===== src/rtl/mem_ctrl_pkg.sv =====
// mem_ctrl_pkg: state encoding, access-size codes and big-endian lane helper
package mem_ctrl_pkg;
    typedef enum logic [1:0] {IDLE, RD, WR, DONE} state_t;
    localparam logic [1:0] SIZE_BYTE = 2'b00;
    localparam logic [1:0] SIZE_HALF = 2'b01;
    localparam logic [1:0] SIZE_WORD = 2'b10;
    // bit position of the byte at the given offset in a big-endian word: (3-offset)*8
    function automatic logic [4:0] byte_lane_sel(input logic [1:0] offset);
        return {~offset, 3'b000};
    endfunction
endpackage


===== src/rtl/mem_access_ctrl_if.sv =====
// mem_access_ctrl_if: CPU request side and memory port of the access controller
interface mem_access_ctrl_if;
    logic        i_req;
    logic        i_we;
    logic [1:0]  i_size;
    logic        i_sign;
    logic [31:0] i_addr;
    logic [31:0] i_wdata;
    logic        o_ready;
    logic        o_done;
    logic        o_err;
    logic [31:0] o_rdata;
    logic        o_MemRead;
    logic        o_MemWrite;
    logic [31:0] o_addr;
    logic [31:0] o_WriteData;
    logic [31:0] i_MemData;
    modport slave (
        input  i_req, i_we, i_size, i_sign, i_addr, i_wdata, i_MemData,
        output o_ready, o_done, o_err, o_rdata, o_MemRead, o_MemWrite, o_addr, o_WriteData
    );
    modport master (
        output i_req, i_we, i_size, i_sign, i_addr, i_wdata, i_MemData,
        input  o_ready, o_done, o_err, o_rdata, o_MemRead, o_MemWrite, o_addr, o_WriteData
    );
endinterface


===== src/rtl/byte_lane_unit.sv =====
// byte_lane_unit: big-endian sub-word merge into a word and extract/extend out of a word
module byte_lane_unit import mem_ctrl_pkg::*; (
    input  logic [31:0] word,
    input  logic [1:0]  offset,
    input  logic [1:0]  size,
    input  logic        sign,
    input  logic [31:0] wdata,
    output logic [31:0] merged,
    output logic [31:0] extracted
);
    logic [4:0]  sh;
    logic [31:0] lane_mask;
    logic [31:0] lane;
    logic [31:0] fill;
    // the shift is set by the last byte of the access, which is the least significant one
    always_comb begin
        sh = byte_lane_sel(size == SIZE_BYTE ? offset : size == SIZE_HALF ? {offset[1], 1'b1} : 2'b11);
        lane_mask = size == SIZE_BYTE ? 32'h0000_00FF : size == SIZE_HALF ? 32'h0000_FFFF : 32'hFFFF_FFFF;
        lane = (word >> sh) & lane_mask;
        fill = (sign && (size == SIZE_BYTE ? lane[7] : lane[15])) ? ~lane_mask : 32'h0;
        merged = (word & ~(lane_mask << sh)) | ((wdata & lane_mask) << sh);
        extracted = size == SIZE_WORD ? word : lane | fill;
    end
endmodule


===== src/rtl/mem_access_ctrl.sv =====
// mem_access_ctrl: byte/half/word load-store initiator for a word-wide big-endian memory
// Sub-word stores run as read-modify-write; bad requests finish in one cycle with o_err.
module mem_access_ctrl import mem_ctrl_pkg::*; #(
    parameter int MEM_BYTES = 256
) (
    input logic i_clk,
    input logic i_rst,
    mem_access_ctrl_if.slave bus
);
    state_t      state_q, state_d;
    logic        we_q, sign_q, err_q, req_err;
    logic [1:0]  size_q;
    logic [31:0] addr_q, wdata_q, rd_word_q, rdata_q, merged, extracted;
    always_comb begin
        req_err = bus.i_size == 2'b11
               || (bus.i_size == SIZE_HALF && bus.i_addr[0])
               || (bus.i_size == SIZE_WORD && bus.i_addr[1:0] != 2'b00)
               || bus.i_addr >= 32'(MEM_BYTES);
        state_d = state_q == IDLE ? (bus.i_req ? (req_err ? DONE : (bus.i_we && bus.i_size == SIZE_WORD) ? WR : RD) : IDLE)
                : state_q == RD   ? (we_q ? WR : DONE)
                : state_q == WR   ? DONE
                : IDLE;
    end
    always_ff @(posedge i_clk) begin
        if (i_rst) state_q <= IDLE;
        else       state_q <= state_d;
    end
    // the lane unit extracts from live memory data in RD and merges into the latched word in WR
    byte_lane_unit u_lane (
        .word      (state_q == RD ? bus.i_MemData : rd_word_q),
        .offset    (addr_q[1:0]),
        .size      (size_q),
        .sign      (sign_q),
        .wdata     (wdata_q),
        .merged    (merged),
        .extracted (extracted)
    );
    always_ff @(posedge i_clk) begin
        if (i_rst) begin
            we_q      <= 1'b0;
            sign_q    <= 1'b0;
            err_q     <= 1'b0;
            size_q    <= 2'b00;
            addr_q    <= 32'h0;
            wdata_q   <= 32'h0;
            rd_word_q <= 32'h0;
            rdata_q   <= 32'h0;
        end else begin
            if (state_q == IDLE && bus.i_req) begin
                we_q    <= bus.i_we;
                sign_q  <= bus.i_sign;
                err_q   <= req_err;
                size_q  <= bus.i_size;
                addr_q  <= bus.i_addr;
                wdata_q <= bus.i_wdata;
            end
            if (state_q == RD) begin
                rd_word_q <= bus.i_MemData;
                if (!we_q) rdata_q <= extracted;
            end
        end
    end
    assign bus.o_ready     = state_q == IDLE;
    assign bus.o_done      = state_q == DONE;
    assign bus.o_err       = state_q == DONE && err_q;
    assign bus.o_rdata     = rdata_q;
    assign bus.o_MemRead   = state_q == RD;
    assign bus.o_MemWrite  = state_q == WR && !i_rst;
    assign bus.o_addr      = (state_q == RD || state_q == WR) ? {addr_q[31:2], 2'b00} : 32'h0;
    assign bus.o_WriteData = state_q == WR ? merged : 32'h0;
endmodule


===== src/flat_wrapper.sv =====
// flat-port wrapper written by rule: the top's interface ports become plain ports
module mem_access_ctrl_flat import mem_ctrl_pkg::*;
#(
    parameter int MEM_BYTES = 256
)
  (i_clk, i_rst, bus_i_req, bus_i_we, bus_i_size, bus_i_sign, bus_i_addr, bus_i_wdata, bus_i_MemData, bus_o_ready, bus_o_done, bus_o_err, bus_o_rdata, bus_o_MemRead, bus_o_MemWrite, bus_o_addr, bus_o_WriteData);
  mem_access_ctrl_if bus_i ();
  input logic i_clk;
  input logic i_rst;
  input wire logic [$bits(bus_i.i_req)-1:0] bus_i_req;
  input wire logic [$bits(bus_i.i_we)-1:0] bus_i_we;
  input wire logic [$bits(bus_i.i_size)-1:0] bus_i_size;
  input wire logic [$bits(bus_i.i_sign)-1:0] bus_i_sign;
  input wire logic [$bits(bus_i.i_addr)-1:0] bus_i_addr;
  input wire logic [$bits(bus_i.i_wdata)-1:0] bus_i_wdata;
  input wire logic [$bits(bus_i.i_MemData)-1:0] bus_i_MemData;
  output wire logic [$bits(bus_i.o_ready)-1:0] bus_o_ready;
  output wire logic [$bits(bus_i.o_done)-1:0] bus_o_done;
  output wire logic [$bits(bus_i.o_err)-1:0] bus_o_err;
  output wire logic [$bits(bus_i.o_rdata)-1:0] bus_o_rdata;
  output wire logic [$bits(bus_i.o_MemRead)-1:0] bus_o_MemRead;
  output wire logic [$bits(bus_i.o_MemWrite)-1:0] bus_o_MemWrite;
  output wire logic [$bits(bus_i.o_addr)-1:0] bus_o_addr;
  output wire logic [$bits(bus_i.o_WriteData)-1:0] bus_o_WriteData;
  assign bus_i.i_req = bus_i_req;
  assign bus_i.i_we = bus_i_we;
  assign bus_i.i_size = bus_i_size;
  assign bus_i.i_sign = bus_i_sign;
  assign bus_i.i_addr = bus_i_addr;
  assign bus_i.i_wdata = bus_i_wdata;
  assign bus_i.i_MemData = bus_i_MemData;
  assign bus_o_ready = bus_i.o_ready;
  assign bus_o_done = bus_i.o_done;
  assign bus_o_err = bus_i.o_err;
  assign bus_o_rdata = bus_i.o_rdata;
  assign bus_o_MemRead = bus_i.o_MemRead;
  assign bus_o_MemWrite = bus_i.o_MemWrite;
  assign bus_o_addr = bus_i.o_addr;
  assign bus_o_WriteData = bus_i.o_WriteData;
  mem_access_ctrl #(.MEM_BYTES(MEM_BYTES)) u_core (.i_clk(i_clk), .i_rst(i_rst), .bus(bus_i));
endmodule

===== config.mk =====
export PLATFORM = sky130hd
export DESIGN_NAME = mem_access_ctrl_flat
export DESIGN_NICKNAME = d
export VERILOG_FILES = /design/src/rtl/mem_ctrl_pkg.sv /design/src/rtl/mem_access_ctrl_if.sv /design/src/rtl/byte_lane_unit.sv /design/src/rtl/mem_access_ctrl.sv /design/src/flat_wrapper.sv
export SDC_FILE = /design/constraint.sdc
export NUM_CORES = 1
export LEC_CHECK = 0
export CORE_MARGIN = 2
export CORE_UTILIZATION = 47
export CTS_CLUSTER_SIZE = 10
export DETAILED_ROUTE_END_ITERATION = 10
export PLACE_DENSITY_LB_ADDON = 0.05
export RECOVER_POWER = 50
export SLEW_MARGIN = 20
export SYNTH_ARGS = -nofsm -noshare
export SYNTH_HDL_FRONTEND = slang
export SYNTH_SLANG_ARGS = --single-unit
export TNS_END_PERCENT = 100

===== constraint.sdc =====
create_clock -name i_clk -period 2.71 [get_ports i_clk]
set_input_delay 0.271 -clock i_clk [delete_from_list [all_inputs] [get_ports i_clk]]
set_output_delay 0.271 -clock i_clk [all_outputs]
set_load 0.005 [all_outputs]

==> results.yml, run 1 <==
synthesis:
  synth_edf_count: 0
  synth_compound_area_share_pct: 20.4
  yosys.area_share.simple_pct: 22.2
  syn-cell-area_um2: 6770
  yosys_warnings: 0
  synth_ff_type: "dfxtp_1"
  synth_common_cells: "165 x nand2_1, 135 x dfxtp_1, 93 x nor2_1"
  synth_cell_types: 54
  synth_top_family_by_area: "simple AND/OR/NAND/NOR gates"
  synth_top_cell_by_area: "dfxtp_1"
  synth_top_area_share_pct: 39.9
  seq_area_frac_synth_pct: 39.9
  synth.area.top_cells: "dfxtp_1 40%, nand2_1 9.2%, a21oi_1 6.4%"
  ys_async_sr_fraction_pct: 0
  yosys.area_share.adder_pct: 0.740
  yosys.area_share.xor_xnor_pct: 0
  synth_cells: 816
  synth_most_common_cell: "nand2_1"
  synth_seq_cells: 135
  synth_mux_area_share_pct: 10.8
  synth.avg_cell_area_um2: 8.29
clocking:
  clk_latency_ps: 420
  numCtsBuffers: 17
  cts_root_buf: "clkbuf_16"
  cts_num_sinks: 135
  cts.clk_slew.worst_paths_ps: 60
  cts_tree: "built"
  clk_path_buf_depth: 2
  hold_buffers: 0
  cts_htree_levels: 4
worst_setup_path:
  rr_endpoint: "u_core.bus.o_rdata[23]$_SDFFE_PP0P_"
  r2r_cells: 9
  r2r_slack_ps: 310
  crit_fanout: 9
  endpoint_kind: "output pin"
  crit_arrival_ps: 2430
  crit_required_ps: 2440
  crit_type: "reg -> out"
  r2r-start: "u_core.state_q[1]$_SDFF_PP0_"
  critPathLaunchType: "register"
sta:
  tightest_slew_ps: 580
  fmax_ghz: 0.371
  clock_skew_ps: 4.42
  holdWs_ps: 317
  min_period_ps: 2700
  finalCritPeriodShare_pct: 99.5
  finalMaxSlewViolations: 0
  finalSetupViolations: 0
  rsz0062_at_grt: "true"
  fin_ws_ps: 13.6
  maxSlewHeadroom_pct: 60.2
  hold_violations: 0
route:
  firstDrtPassIters: 7
  routed_via_density: 5.78
  detail-route-antenna-nets: 0
  routed_wl_um: 23900
  dr_total_vias: 7029
  drc: 0
  wire_per_inst_um: 19.6
  drtIter0Drc: 735
placed_design:
  portBuffers: 201
  place_congestion: 0.913
  dp_hpwl_um: 16900
  place_worst_setup_slack_ps: 221
grt:
  grt_use_met1_pct: 42.7
  grt_max_degree: 62
  grt_busiest_layer: "met2"
  track_usage_pct: 31.2
  grt_pass1_vias: 6675
  met2_usage_pct: 47.8
  grt_pass1_wl_um: 36200
  met3_usage_pct: 8.01
  grt_overflow: 0
  antenna_found_initial: 0
power_and_ir_drop:
  p_leak_nw: 3.94
  power.total_mw: 6.69
  peakVddDrop_mv: 0.470
  p_per_area_nw_per_um2: 660
layout:
  fill_cells: 1107
  insertedDiodeCount: 0
  drive_gt1_share_pct: 16.5
  fin_nets: 1132
  layout-area-overhead-vs-synth_pct: 49.8
flow_run:
  drv_cap: 0
min_path:
  hp-class: "in -> reg"
  holdPathEnd: "u_core.rd_word_q[13]$_SDFF_PP0_"
  hold_start: "i_rst"
  holdPathStages: 2
die:
  start_util_pct: 48.4
  core_area_um2: 14000
  dieArea_um2: 15400
  ios: 204
  std_cell_rows: 43
  die_w_um: 124
  dieHeight_um: 124
run_status:
  status: "complete, no violations"
[registers in the layout, summed over array words and instances, names as in the netlist]
signal and cells:
u_core.err_q 1, u_core.sign_q 1, u_core.wdata_q 32, u_core.rd_word_q 32, u_core.we_q 1, u_core.state_q 2, u_core.size_q 2, u_core.bus.o_rdata 32
u_core.addr_q 32
[metal layers]
metal  share of wire (%)  up-vias
met1                  43     3364
met3                 9.4       42
met2                  46      368
met4                 2.4        0
li1                    -     3255
met5                   0        -
[power breakdown]
part           total [mW]  switching, mW  internal, mW  leakage [nW]
Combinational        1.91          0.998         0.913          2.54
Sequential           2.29          0.126          2.16          1.11
Clock                2.49          0.880          1.61         0.297
[cell type report]
type	instances	area, µm²	area share, %
inverters	13	48.8	0.481
multi-input cells	600	3950	39.0
clock buffers	20	467	4.60
well taps	180	225	2.22
clock inverters	11	171	1.69
flip-flops and latches	135	2710	26.8
repair buffers	258	2560	25.3
[placed cells by master, fill, tap and decap left out, types with 13 or more instances in the layout]
| cell type | n |
|---|---|
| clkdlybuf4s50_1 | 184 |
| dfxtp_1 | 130 |
| clkbuf_16 | 17 |
| mux2i_1 | 16 |
| a21oi_1 | 85 |
| a211oi_2 | 15 |
| mux2i_4 | 13 |
| buf_4 | 46 |
| nand2_1 | 162 |
| nor2_1 | 92 |
| and2_1 | 37 |
[worst max-delay path by stage]
stage                                       from                             endpoint
floorplan           u_core.state_q[1]$_SDFF_PP0_  u_core.bus.o_rdata[23]$_SDFFE_PP0P_
global route        u_core.state_q[1]$_SDFF_PP0_                  bus_o_WriteData[14]
global placement    u_core.state_q[1]$_SDFF_PP0_                   bus_o_WriteData[5]
CTS                 u_core.state_q[1]$_SDFF_PP0_                  bus_o_WriteData[24]
detailed placement  u_core.state_q[1]$_SDFF_PP0_                   bus_o_WriteData[5]
finish              u_core.state_q[1]$_SDFF_PP0_                  bus_o_WriteData[25]
[per-stage QoR]
step | area, µm² | setup TNS, ps | utilization (%) | std cells
2_1_floorplan | 6770 | 0 | - | 817
3_3_place_gp | 9030 | 0 | 64.5 | 1171
3_5_place_dp | 9030 | 0 | 64.5 | 1171
4_1_cts | 9910 | -141 | 70.8 | 1210
5_1_grt | 10100 | -60.1 | 72.5 | 1217
6_report | 10100 | 0 | 72.5 | 1217
[what timing repair did]
item                       4_1_cts  5_1_grt
setup buffers                    6        7
gates resized for setup         49       40
cloned                           2        0
setup endpoints to repair       32       22
pin swaps                        8        4
[worst max-delay path, stage by stage (launching register included)]
cell	delay, ps
dfxtp_2	330
inv_2	70
ha_4	190
buf_12	120
buf_12	150
mux2i_4	320
o221ai_1	190
and2_1	190
clkdlybuf4s50_1	440
[cells by family (layout without fill, tap and decap cells)]
family	Yosys count	in the layout
multiplexers	56	56
AND/OR/NAND/NOR	342	342
other	1	2
flip-flops	135	135
adder cells (fa/ha/maj)	4	4
AO/OA/AOI/OAI	196	196
buffers and inverters	82	302
Power figures use the tool's default switching activity.
==> run 2, diff against run 1 <==
==> constraint.sdc (replaced) <==
create_clock -name i_clk -period 2.71 [get_ports i_clk]
set_input_delay 0.542 -clock i_clk [delete_from_list [all_inputs] [get_ports i_clk]]
set_output_delay 0.542 -clock i_clk [all_outputs]
set_load 0.005 [all_outputs]
==> results.yml, run 2 (synthesized netlist as in run 1, its figures left out) <==
layout:
  layout-area-overhead-vs-synth_pct: 56.3
  multiInputGateArea_um2: 4090
  fill_cells: 1020
  mostFrequentLayoutCells: "168 x clkdlybuf4s50_1, 162 x nand2_1, 131 x dfxtp_1"
  seqCellArea_um2: 2710
  fin_nets: 1176
  utilization_pct: 75.6
  final_common_cell: "clkdlybuf4s50_1"
  drive_gt1_share_pct: 22.7
sta:
  tns_ps: -106
  holdWs_ps: 450
  finalSetupViolations: 3
  rsz0062_at_grt: "true"
  maxSlewHeadroom_pct: 56.6
  tightest_slew_ps: 651
  fin_ws_ps: -63.5
  fmax_ghz: 0.361
  hold_violations: 0
  finalCritPeriodShare_pct: 102
  finalMaxSlewViolations: 0
  min_period_ps: 2770
  clock_skew_ps: 5.72
worst_setup_path:
  r2r_slack_ps: 160
  endpoint_kind: "output pin"
  r2r_cells: 11
  crit_type: "reg -> out"
  cp_cell_sequence: "inv_2, ha_4, buf_12, buf_6, buf_6, mux2_4, a222oi_1, nor2b_1, buf_2"
  path_common_cell: "buf_6"
  crit_arrival_ps: 2230
  max_stage_delay_ps: 340
  crit_required_ps: 2170
  r2r-start: "u_core.state_q[1]$_SDFF_PP0_"
  critical-path-top-delay-family: "buffers and inverters"
  crit_fanout: 6
  crit_buf_inv: 5
  critPathLaunchType: "register"
  rr_endpoint: "u_core.bus.o_rdata[23]$_SDFFE_PP0P_"
  cp_slowest_cell: "dfxtp_2"
route:
  routed_wl_um: 24400
  firstDrtPassIters: 5
  drc: 0
  drtIter0Drc: 625
  wire_per_inst_um: 19.3
  dr_total_vias: 7269
  routed_via_density: 5.76
  detail-route-antenna-nets: 0
grt:
  grt_overflow: 0
  grt_pass1_wl_um: 36600
  grt_max_degree: 136
  antenna_found_initial: 0
  track_usage_pct: 31.5
  grt_pass1_vias: 6862
die:
  ios: 204
  std_cell_rows: 43
  dieHeight_um: 124
  core_area_um2: 14000
  die_w_um: 124
  start_util_pct: 48.4
  dieArea_um2: 15400
clocking:
  cts_htree_levels: 4
  clk_path_buf_depth: 2
  cts_root_buf: "clkbuf_16"
  cts.clk_slew.worst_paths_ps: 60
  cts_num_sinks: 135
  clk_latency_ps: 410
  hold_buffers: 0
  cts_tree: "built"
  numCtsBuffers: 17
min_path:
  hold_start: "u_core.addr_q[22]$_SDFFE_PP0P_"
  hp-class: "reg -> reg"
  holdPathEnd: "u_core.addr_q[22]$_SDFFE_PP0P_"
  holdPathStages: 2
power_and_ir_drop:
  p_leak_nw: 4.10
  p_per_area_nw_per_um2: 633
  peakVddDrop_mv: 0.448
placed_design:
  portBuffers: 201
  place_congestion: 0.894
  dp_hpwl_um: 16500
  place_worst_setup_slack_ps: -67.8
run_status:
  violations: "setup timing"
  status: "finished with violations"
flow_run:
  drv_cap: 0
[run 2: cell types whose count changed in the layout (fill, tap and decap cells not counted), moves of 5 or more]
cell | before | now
clkbuf_2 | 0 | 8
buf_2 | 0 | 8
mux2i_2 | 7 | 2
inv_2 | 1 | 8
buf_6 | 4 | 9
dlymetal6s2s_1 | 8 | 1
buf_4 | 46 | 77
mux2i_4 | 13 | 21
clkdlybuf4s50_1 | 184 | 168
inv_1 | 12 | 5
clkdlybuf4s15_1 | 0 | 9
[run 2: metal layers]
| layer | GRT usage (%) | wire length, µm |
|---|---|---|
| met5 | 0 | 0 |
| met4 | 11.0 | 576 |
| met3 | 8.06 | 2310 |
| met2 | 50.1 | 11500 |
| met1 | 41.6 | 9990 |
[run 2: repair_timing]
| action | 4_1_cts | 5_1_grt |
|---|---|---|
| setup endpoints to repair | 32 | 32 |
| buffers inserted | 25 | 11 |
| pin swaps | 19 | 18 |
| cloned | 4 | 1 |
| resized for setup | 136 | 65 |
[run 2: how the worst max path moves through the flow]
stage,startpoint,to,slack [ps],depth (start not counted)
finish,u_core.state_q[1]$_SDFF_PP0_,bus_o_WriteData[20],-60,9
global route,u_core.state_q[1]$_SDFF_PP0_,bus_o_WriteData[20],-140,9
CTS,u_core.state_q[1]$_SDFF_PP0_,bus_o_WriteData[24],-110,7
detailed placement,bus_i_MemData[16],bus_o_WriteData[16],-70,5
global placement,bus_i_MemData[16],bus_o_WriteData[16],-20,5
floorplan,u_core.state_q[1]$_SDFF_PP0_,bus_o_WriteData[17],540,7
[run 2: tightest hold or removal path, stage by stage, from the launching register on]
cell and delay (ps):
dfxtp_1 300, nand2_1 50, a21oi_1 50
[run 2: layout make-up]
type	count	area share, %
well taps	180	2.13
clock buffers	24	4.65
clock inverters	8	0.900
diodes	1	0.0237
repair buffers	301	27.5
flip-flops and latches	135	25.6
inverters	13	0.462
multi-input cells	601	38.7
[run 2: through the flow]
step	cell area [µm²]	power, mW	instances
finish	10600	6.69	1263
global route	10600	6.95	1262
CTS	10300	6.56	1251
floorplan	6770	3.24	817
detailed placement	9200	4.05	1191
global placement	9200	4.01	1191
[run 2: where the power goes]
part	total [mW]	switching, mW	internal [mW]
registers	2.29	0.125	2.16
logic	2.12	1.06	1.06
clock network	2.28	0.838	1.45
total	6.69	2.03	4.67
